<file path="config.mk">
export PLATFORM = sky130hd
export DESIGN_NAME = counter_control_unit_flat
export DESIGN_NICKNAME = d
export VERILOG_FILES = /design/src/rtl/counter_control_unit_if.sv /design/src/rtl/counter_control_unit.sv /design/src/flat_wrapper.sv
export SDC_FILE = /design/constraint.sdc
export NUM_CORES = 1
export LEC_CHECK = 0
export CELL_PAD_IN_SITES_DETAIL_PLACEMENT = 1
export CELL_PAD_IN_SITES_GLOBAL_PLACEMENT = 1
export CORE_MARGIN = 2
export CORE_UTILIZATION = 25
export DETAILED_ROUTE_END_ITERATION = 6
export GPL_TIMING_DRIVEN = 0
export PLACE_DENSITY = 0.72
export SKIP_CTS_REPAIR_TIMING = 1
export SYNTH_ARGS = -nofsm -noshare
export SYNTH_HDL_FRONTEND = slang
export SYNTH_SLANG_ARGS = --single-unit
</file>
<file path="constraint.sdc">
create_clock -name clk -period 1.9 [get_ports clk]
set_input_delay 0.475 -clock clk [delete_from_list [all_inputs] [get_ports clk]]
set_output_delay 0.475 -clock clk [all_outputs]
set_load 0.005 [all_outputs]
</file>
<file path="src/rtl/counter_control_unit_if.sv">
// Command and status bundle between the button/RX front end and the counter control FSM.
// The master drives command pulses; the slave (control unit) drives the datapath levels.
interface counter_control_unit_if;
    logic       btn_run_stop;
    logic       btn_clear;
    logic       btn_mode;
    logic [7:0] rx_data;
    logic       rx_valid;
    logic       enable;
    logic       clear;
    logic       mode;
    logic [1:0] state;
    logic       cmd_drop;

    modport master (
        output btn_run_stop, btn_clear, btn_mode, rx_data, rx_valid,
        input  enable, clear, mode, state, cmd_drop
    );

    modport slave (
        input  btn_run_stop, btn_clear, btn_mode, rx_data, rx_valid,
        output enable, clear, mode, state, cmd_drop
    );
endinterface

</file>
<file path="src/rtl/counter_control_unit.sv">
// Control FSM (STOP/RUN/CLEAR) for the 10 Hz up/down counter datapath.
// Define COUNTER_CMD_RX_EN to compile in the serial RX command path and its arbitration.
module counter_control_unit #(
    parameter int unsigned CLEAR_CYCLES = 2,
    parameter logic [7:0]  CMD_RUN      = 8'h52,
    parameter logic [7:0]  CMD_CLEAR    = 8'h43,
    parameter logic [7:0]  CMD_MODE     = 8'h4D
) (
    input  logic                   clk,
    input  logic                   rst,
    counter_control_unit_if.slave  bus
);

    typedef enum logic [1:0] {
        ST_STOP  = 2'd0,
        ST_RUN   = 2'd1,
        ST_CLEAR = 2'd2
    } state_e;

    typedef enum logic [1:0] {
        CMD_NONE = 2'd0,
        CMD_RS   = 2'd1,
        CMD_CLR  = 2'd2,
        CMD_MD   = 2'd3
    } cmd_e;

    localparam logic [3:0] CLR_LOAD = 4'(CLEAR_CYCLES - 1);

    state_e     state_q, state_d;
    logic [3:0] cnt_q, cnt_d;
    logic       mode_q, mode_d;
    logic       drop_q, drop_d;
    cmd_e       btn_cmd;
    cmd_e       cmd;

    // Simultaneous buttons collapse to one command: clear, then run/stop, then mode.
    always_comb begin
        btn_cmd = CMD_NONE;
        if (bus.btn_clear)
            btn_cmd = CMD_CLR;
        else if (bus.btn_run_stop)
            btn_cmd = CMD_RS;
        else if (bus.btn_mode)
            btn_cmd = CMD_MD;
    end

`ifdef COUNTER_CMD_RX_EN
    cmd_e rx_cmd;

    always_comb begin
        rx_cmd = CMD_NONE;
        if (bus.rx_valid) begin
            if (bus.rx_data == CMD_RUN)
                rx_cmd = CMD_RS;
            else if (bus.rx_data == CMD_CLEAR)
                rx_cmd = CMD_CLR;
            else if (bus.rx_data == CMD_MODE)
                rx_cmd = CMD_MD;
        end
    end

    // Buttons win; a losing RX command is only reported when it could have acted.
    always_comb begin
        cmd    = (btn_cmd != CMD_NONE) ? btn_cmd : rx_cmd;
        drop_d = (rx_cmd != CMD_NONE) && (btn_cmd != CMD_NONE) && (state_q != ST_CLEAR);
    end
`else
    logic rx_unused;
    assign rx_unused = ^{bus.rx_data, bus.rx_valid};

    always_comb begin
        cmd    = btn_cmd;
        drop_d = 1'b0;
    end
`endif

    always_comb begin
        state_d = state_q;
        cnt_d   = cnt_q;
        mode_d  = mode_q;
        case (state_q)
            ST_STOP, ST_RUN: begin
                case (cmd)
                    CMD_RS:  state_d = (state_q == ST_STOP) ? ST_RUN : ST_STOP;
                    CMD_CLR: begin
                        state_d = ST_CLEAR;
                        cnt_d   = CLR_LOAD;
                    end
                    CMD_MD:  mode_d = ~mode_q;
                    default: ;
                endcase
            end
            ST_CLEAR: begin
                // All commands are ignored until the clear window has elapsed.
                if (cnt_q == 4'd0)
                    state_d = ST_STOP;
                else
                    cnt_d = cnt_q - 4'd1;
            end
            default: state_d = ST_STOP;
        endcase
    end

    always_ff @(posedge clk or posedge rst) begin
        if (rst) begin
            state_q <= ST_STOP;
            cnt_q   <= 4'd0;
            mode_q  <= 1'b0;
            drop_q  <= 1'b0;
        end else begin
            state_q <= state_d;
            cnt_q   <= cnt_d;
            mode_q  <= mode_d;
            drop_q  <= drop_d;
        end
    end

    assign bus.enable   = (state_q == ST_RUN);
    assign bus.clear    = (state_q == ST_CLEAR);
    assign bus.mode     = mode_q;
    assign bus.state    = state_q;
    assign bus.cmd_drop = drop_q;

endmodule

</file>
<file path="src/flat_wrapper.sv">
// flat-port wrapper written by rule: the top's interface ports become plain ports
module counter_control_unit_flat 
#(
    parameter int unsigned CLEAR_CYCLES = 2,
    parameter logic [7:0]  CMD_RUN      = 8'h52,
    parameter logic [7:0]  CMD_CLEAR    = 8'h43,
    parameter logic [7:0]  CMD_MODE     = 8'h4D
)
  (clk, rst, bus_btn_run_stop, bus_btn_clear, bus_btn_mode, bus_rx_data, bus_rx_valid, bus_enable, bus_clear, bus_mode, bus_state, bus_cmd_drop);
  counter_control_unit_if bus_i ();
  input  logic clk;
  input  logic rst;
  input wire logic [$bits(bus_i.btn_run_stop)-1:0] bus_btn_run_stop;
  input wire logic [$bits(bus_i.btn_clear)-1:0] bus_btn_clear;
  input wire logic [$bits(bus_i.btn_mode)-1:0] bus_btn_mode;
  input wire logic [$bits(bus_i.rx_data)-1:0] bus_rx_data;
  input wire logic [$bits(bus_i.rx_valid)-1:0] bus_rx_valid;
  output wire logic [$bits(bus_i.enable)-1:0] bus_enable;
  output wire logic [$bits(bus_i.clear)-1:0] bus_clear;
  output wire logic [$bits(bus_i.mode)-1:0] bus_mode;
  output wire logic [$bits(bus_i.state)-1:0] bus_state;
  output wire logic [$bits(bus_i.cmd_drop)-1:0] bus_cmd_drop;
  assign bus_i.btn_run_stop = bus_btn_run_stop;
  assign bus_i.btn_clear = bus_btn_clear;
  assign bus_i.btn_mode = bus_btn_mode;
  assign bus_i.rx_data = bus_rx_data;
  assign bus_i.rx_valid = bus_rx_valid;
  assign bus_enable = bus_i.enable;
  assign bus_clear = bus_i.clear;
  assign bus_mode = bus_i.mode;
  assign bus_state = bus_i.state;
  assign bus_cmd_drop = bus_i.cmd_drop;
  counter_control_unit #(.CLEAR_CYCLES(CLEAR_CYCLES), .CMD_RUN(CMD_RUN), .CMD_CLEAR(CMD_CLEAR), .CMD_MODE(CMD_MODE)) u_core (.clk(clk), .rst(rst), .bus(bus_i));
endmodule
</file>
* Yosys cells after proc, flatten, opt, wreduce, memory -nomap -nowiden
Cells that the tools add are included.
** Operators by class
- Bitwise gates (word level) :: 1
- Multipliers :: 0
- Add/sub/neg operators :: 1
- Equal/unequal tests :: 9
- Mux-type cells :: 10
- $lt $le $gt $ge :: 0
- Reductions and logical operators :: 7
- Shift-type cells :: 0
- Divide/modulo/power cells :: 0
** Operators with widths (count)
- $mux W2 :: 4
- $mux W4 :: 2
- $pmux W2 S2 :: 2
- $pmux W4 S2 :: 1
- $eq A2 B2 Y1 const B :: 3
- $eq A2 B1 Y1 const B :: 2
- $logic_not A4 Y1 :: 1
- $ne A2 B2 Y1 const B :: 2
- $reduce_and A2 Y1 :: 2
- $sub A4 B1 Y4 const B :: 1
- $ne A3 B3 Y1 const B :: 1
- $reduce_and A3 Y1 :: 1
- $logic_not A2 Y1 :: 1
- $ne A2 B1 Y1 const B :: 1
- $reduce_bool A2 Y1 :: 1
- $reduce_or A2 Y1 :: 1
- $mux W1 :: 1
- $not A1 Y1 :: 1
** Storage, ports and cells
- Bits in writable memories :: 0
- Bits in latches :: 0
- Output and inout port bits :: 6
- Bits in read-only memories :: 0
- Flip-flop bits (word level) :: 7
- Memories kept :: 0
- Input port bits :: 14

* Logic depth before layout (Yosys ltp)
Gate-level depths: netlist of the first run.
- Depth after elaboration :: 6
- Depth in mapped cells :: 5
- Gate-level depth less buffers :: 5

* Worst setup path after synthesis of the first run
Ideal clock, no wire load.
- Path type :: register to register
- From :: register u_core.cnt_q[0]
- To :: register u_core.cnt_q[1]
- Data arrival time :: 1.371 ns
- Path slack :: 0.433 ns
- Stages on the path, launching flop included :: 6
- Library setup time :: 0.095 ns
- Path buffers :: 0
- Cells stage by stage :: dfrtp_1 > inv_1 > ha_1 > or3b_1 > and3_1 > o31ai_1
** On the way
- Cells in the longest elaborated chain, start to end :: 3
- Elaborated cells on any way between the ends :: 6
- Classes of those cells :: add/sub: 1; eq/ne: 1; mux: 2; reduce/logical: 2
** Ends and longest elaborated chain
- start, declared :: RTL line counter_control_unit.sv:30 : logic [3:0] cnt_q, cnt_d;
- start signal, assigned :: RTL line counter_control_unit.sv:112 : cnt_q <= cnt_d;
- $sub A4 B1 Y4 or $logic_not A4 Y1 (tied branches) :: RTL line counter_control_unit.sv:98, counter_control_unit.sv:95
- $mux W4 or $ne A2 B2 Y1 (tied branches)
- $pmux W4 S2 or $reduce_and A3 Y1 (tied branches)
Several ways; a longest one is shown, not always the timed one. The select of a mux whose other input is x is not followed.
A chain may end at the register's enable or synchronous reset.

* Worst setup path in the final report of the first run
- From :: register u_core.state_q[0] (netlist: u_core.bus.state[0])
- To :: output port bus_enable
** On the way
- Cells in the longest elaborated chain, start to end :: 1
** Ends and longest elaborated chain
- start, declared :: RTL line counter_control_unit.sv:29 : state_e state_q, state_d;
- start signal, assigned :: RTL line counter_control_unit.sv:111 : state_q <= state_d;
- $eq A2 B1 Y1 :: RTL line counter_control_unit.sv:118 : assign bus.enable = (state_q == ST_RUN);
- end, declared :: RTL line flat_wrapper.sv:18 : output wire logic [$bits(bus_i.enable)-1:0] bus_enable;
Every way passes these cells.

==> results of run 1 <==
cell families (layout without fill, tap and decap cells):
| logic type | count (synthesis) | count (layout) | synth area share (%) |
|---|---|---|---|
| AND/OR/NAND/NOR | 15 | 15 | 24.4 |
| XOR/XNOR | 2 | 2 | 4.62 |
| adder cells (fa/ha/maj) | 1 | 1 | 3.30 |
| flip-flops | 7 | 7 | 46.2 |
| other | 1 | 1 | 0.989 |
| buffers and inverters | 6 | 21 | 6.93 |
| AO/OA/AOI/OAI | 8 | 8 | 13.5 |
path summary, 6_finish.rpt:
kind                                     start                  end  slack (ns)  cells after the start
hold reg to reg                u_core.bus.mode      u_core.bus.mode        0.47                      1
max in group asynchronous                  rst  u_core.bus.state[1]        1.19                      2
setup / recovery           u_core.bus.state[0]           bus_enable        0.07                      3
hold / removal                             rst      u_core.bus.mode        0.47                      2
setup reg to reg               u_core.cnt_q[0]      u_core.cnt_q[1]        0.28                      5
min in group clk               u_core.bus.mode      u_core.bus.mode        0.47                      1
critical path, cell delays in order, from the launching register on:
cell and delay (ns):
dfrtp_2 0.42, inv_1 0.10, nor2_1 0.09, clkdlybuf4s50_1 0.50
metal layers:
metal	wire, µm	up-vias	part of all wire [%]
met4	19	0	2.0
met1	409	169	43
met2	511	5	54
met5	0	-	0
met3	14	2	1.5
li1	-	169	-
synthesized netlist by cell type, types with 2 or more instances:
| cell type | number | share of area, % |
|---|---|---|
| dfrtp_1 | 7 | 46 |
| xnor2_1 | 2 | 4.6 |
| a21oi_1 | 3 | 4.0 |
| and3_1 | 2 | 3.3 |
| nor2_1 | 3 | 3.0 |
| inv_1 | 5 | 5.0 |
| nand2_1 | 2 | 2.0 |
power breakdown:
part | total (µW) | switching [µW] | internal [µW]
logic | 358 | 150 | 208
clock network | 137 | 56.5 | 80.3
registers | 279 | 67.6 | 212
flip-flops by register name, summed over array words and instances (netlist names):
name	cells
u_core.bus.mode	1
u_core.cnt_q	4
u_core.bus.state	2
per-stage QoR:
step / util (%) / power [µW] / TNS [ns]
after floorplan: - / 475 / 0
after global placement: 33.2 / 598 / 0
after detailed placement: 33.2 / 611 / 0
after CTS: 35.0 / 759 / -0.101
after global routing: 36.7 / 848 / -0.0194
final: 36.7 / 774 / 0
layout make-up:
type	instances	area, µm²	area share (%)
tap	16	20.0	3.70
buffer	1	7.51	1.39
clock buffer	4	26.3	4.86
multi-input combinational	27	185	34.3
timing repair buffer	11	105	19.4
sequential	7	178	32.9
inverter	5	18.8	3.47
==> reports/results.tsv, run 1 <==
metric	value	unit
start_kind	register	
wirelength	954	µm
holdWs	0.467	ns
io_buffers	9	
vias_per_cell	4.86	
synth_edf_count	0	
cts_tree	built	
synth-async-reset-ratio	100	%
clkLatencyLatePin	0.25	ns
syn_inst	40	
dr.pass1.iters	3	
cts.sinks	7	
grt_max_degree	8	
power.leakage	0.000248	µW
path_clk_slew	0.05	ns
dp_hpwl	650	µm
cts_buffers	3	
arrival	1.35	ns
dp_slack	0.202	ns
worstSetupPathType	register to output port	
fmax	547	MHz
crit_fanout	5	
required	1.42	ns
cts_root_buf	clkbuf_4	
syn_area	379	µm²
peakVddDrop	0.000561	V
netlist-cell-type-count	23	
coreArea	0.00147	mm²
avgSynthCellArea	9.48	µm²
place_inst	65	
synthFlopType	dfrtp_1	
final_cell_mix	9 x clkdlybuf4s50_1, 5 x inv_1, 5 x dfrtp_1	
drv_cap	0	
track_usage	12.5	%
first_global_vias	395	
antenna_found_initial	0	
yosysWarningCount	0	
core.rowCount	14	
cts_buffer_depth	2	
ys_ff_latch	7	
instances_no_fill	71	
vias	345	
rsz0062_at_grt	true	
clock_skew	0.00105	ns
synth_fp_nets	55	
die_area	0.00184	mm²
grt_overflow	0	
grt_use_met2	20.0	%
period_needed	1.83	ns
start_util	25.8	%
die_y	42.9	µm
grt_util_met1	14.5	%
ioPinCount	20	
yosysSeqAreaShare	46.2	%
fin_nets	71	
status	finished, final reports clean	
postLayoutCellArea	541	µm²
busiest_layer	met2	
hold_viol_final	0	
wl_per_cell	13.4	µm
use_met3	2.98	%
drc	0	
postRouteAntennaNets	0	
final_layout_size_suffix_gt1_share	18.2	%
hp-class	input pin to asynchronous set/reset pin	
area_growth	42.6	%
grt_pass1_wl	1690	µm
drtIter0Drc	2	
place.gp.congestion	0.724	
slew_violations	0	
fillers	187	
setup_slack	0.0713	ns
fin_crit_sh	96.2	%
fp.dieW	42.9	µm
crit_path_end_kind	output port	
cts_max_level	1	
power_density	1430	mW/mm²
place_area	489	µm²
antennaDiodeCount	0	
finalSetupViolations	0	
final_common_cell	clkdlybuf4s50_1	
Power figures use the tool's default switching activity.
==> run 2, diff against run 1 <==
--- a/config.mk
+++ b/config.mk
@@ -12,7 +12,6 @@
 export DETAILED_ROUTE_END_ITERATION = 6
 export GPL_TIMING_DRIVEN = 0
 export PLACE_DENSITY = 0.72
-export SKIP_CTS_REPAIR_TIMING = 1
 export SYNTH_ARGS = -nofsm -noshare
 export SYNTH_HDL_FRONTEND = slang
 export SYNTH_SLANG_ARGS = --single-unit
==> reports/results.tsv, run 2 (same netlist as run 1, synthesis figures left out) <==
metric	value	unit	change
die_area	0.00184	mm²	unchanged
grt_max_degree	8		unchanged
cpMaxStageDelayCell	clkdlybuf4s50_1		unchanged
vias_per_cell	4.72		was 4.86
cts_buffer_depth	2		unchanged
dp_slack	0.202	ns	unchanged
start_kind	register		unchanged
vias	335		was 345
final_cell_mix	9 x clkdlybuf4s50_1, 5 x dfrtp_1, 4 x inv_1		was 9 x clkdlybuf4s50_1, 5 x inv_1, 5 x dfrtp_1
finalSetupViolations	0		unchanged
fin_crit_sh	96.3	%	was 96.2%
coreArea	0.00147	mm²	unchanged
crit_fanout	7		was 5
drv_cap	0		unchanged
crit_path_end_kind	output port		unchanged
io_buffers	9		unchanged
rsz0062_at_grt	false		was true
path_clk_slew	0.06	ns	was 0.05 ns
area_growth	42.6	%	unchanged
final_layout_size_suffix_gt1_share	20.0	%	was 18.2%
antennaDiodeCount	0		unchanged
grt_pass1_wl	1700	µm	was 1690 µm
worst-path-stages	2		was 3
arrival	1.35	ns	about the same
grt_overflow	0		unchanged
cts_max_level	1		unchanged
drc	0		unchanged
hold_viol_final	0		unchanged
reg2reg_from	u_core.cnt_q[0]		unchanged
worst_path_dominant_cell_family	buffers and inverters		unchanged
power_density	1440	mW/mm²	was 1430 mW/mm²
die_y	42.9	µm	unchanged
antenna_found_initial	0		unchanged
regToRegSetupSlack	0.25	ns	was 0.28 ns
track_usage	12.5	%	about the same
wirelength	926	µm	was 954 µm
peakVddDrop	0.000563	V	was 0.000561 V
start_util	25.8	%	unchanged
place.gp.congestion	0.724		unchanged
clock_skew	0.000946	ns	was 0.00105 ns
fin_nets	71		unchanged
cts.sinks	7		unchanged
cts_root_buf	clkbuf_4		unchanged
crit_path_max_incr_delay	0.51	ns	was 0.50 ns
dr.pass1.iters	3		unchanged
period_needed	1.83	ns	about the same
slew_violations	0		unchanged
postRouteAntennaNets	0		unchanged
fp.dieW	42.9	µm	unchanged
clkLatencyLatePin	0.25	ns	about the same
rr_worst_depth	5		unchanged
cp-endpoint	bus_clear		was bus_enable
dp_hpwl	650	µm	unchanged
ioPinCount	20		unchanged
cts_buffers	3		unchanged
required	1.42	ns	about the same
reg2reg_to	u_core.cnt_q[0]		was u_core.cnt_q[1]
power.leakage	0.000248	µW	about the same
wl_per_cell	13.0	µm	was 13.4 µm
first_global_vias	398		was 395
worstSetupPathType	register to output port		unchanged
path_buf_inv	1		was 2
cts_tree	built		unchanged
crit_chain	nor2b_4 -> clkdlybuf4s50_1		was inv_1 -> nor2_1 -> clkdlybuf4s50_1
status	finished, final reports clean		unchanged
finalSetupTns	0	ns	unchanged
hp-class	input pin to asynchronous set/reset pin		unchanged
drtIter0Drc	4		was 2
fmax	547	MHz	about the same
top_register	u_core.cnt_q		unchanged
core.rowCount	14		unchanged
largest_register_ffs	4		unchanged
setup_slack	0.0710	ns	was 0.0713 ns
final_common_cell	clkdlybuf4s50_1		unchanged
cp-startpoint	u_core.bus.state[1]		was u_core.bus.state[0]
run 2: changes by cell type in the layout (fill, tap and decap cells not counted):
cell / delta
inv_1: -1
inv_2: +1
run 2: what timing repair did:
action / 4_1_cts / 5_1_grt
hold buffers: 0 / 0
endpoints found under the setup margin: 2 / 2
setup buffers: 0 / 2
resized for setup: 3 / 2
run 2: cell type report:
| cell class | instances | area, µm² |
|---|---|---|
| buffer | 1 | 7.51 |
| tap | 16 | 20.0 |
| sequential | 7 | 178 |
| inverter | 5 | 18.8 |
| timing repair buffer | 11 | 105 |
| clock buffer | 4 | 26.3 |
| fill | 183 | 931 |
| multi-input combinational | 27 | 185 |
run 2: how the worst min path moves through the flow:
| stage | to | startpoint | slack, ns | depth (start not counted) |
|---|---|---|---|---|
| 4_1_cts | u_core.cnt_q[2] | rst | 0.48 | 2 |
| 3_5_place_dp | u_core.bus.mode | u_core.bus.mode | 0.47 | 1 |
| 3_3_place_gp | u_core.bus.mode | u_core.bus.mode | 0.46 | 1 |
| 5_1_grt | u_core.cnt_q[1] | rst | 0.49 | 2 |
| 6_report | u_core.cnt_q[3] | rst | 0.46 | 2 |
| 2_1_floorplan | u_core.bus.mode | rst | 0.28 | 1 |
run 2: metrics by stage:
stage	total power (µW)	instance area (µm²)	cells	hold slack, ns	util [%]
global placement	598	489	65	0.461	33.2
CTS	764	520	69	0.475	35.4
floorplan	475	379	40	0.278	-
global route	851	541	71	0.491	36.7
finish	778	541	71	0.462	36.7
detailed placement	611	489	65	0.469	33.2
run 2: metal layers:
layer	global-route usage (%)	vias up	wire (µm)
met3	2.98	0	20
met4	8.48	0	0
met1	14.7	161	403
met2	20.0	5	502
met5	0	-	0
li1	-	169	-
run 2: worst register-to-register path: stages (launching register included):
cell and delay [ns]:
dfrtp_1 0.41, inv_1 0.07, ha_1 0.20, or3b_1 0.45
a221oi_1 0.31, a31oi_1 0.08
run 2: power by group:
group | leakage [µW] | internal (µW) | switching (µW) | total [µW]
Combinational | 0.000149 | 208 | 151 | 359
Sequential | 0.0000838 | 212 | 68.2 | 280
Clock | 0.0000150 | 80.4 | 58.0 | 138
Total | 0.000248 | 500 | 278 | 778
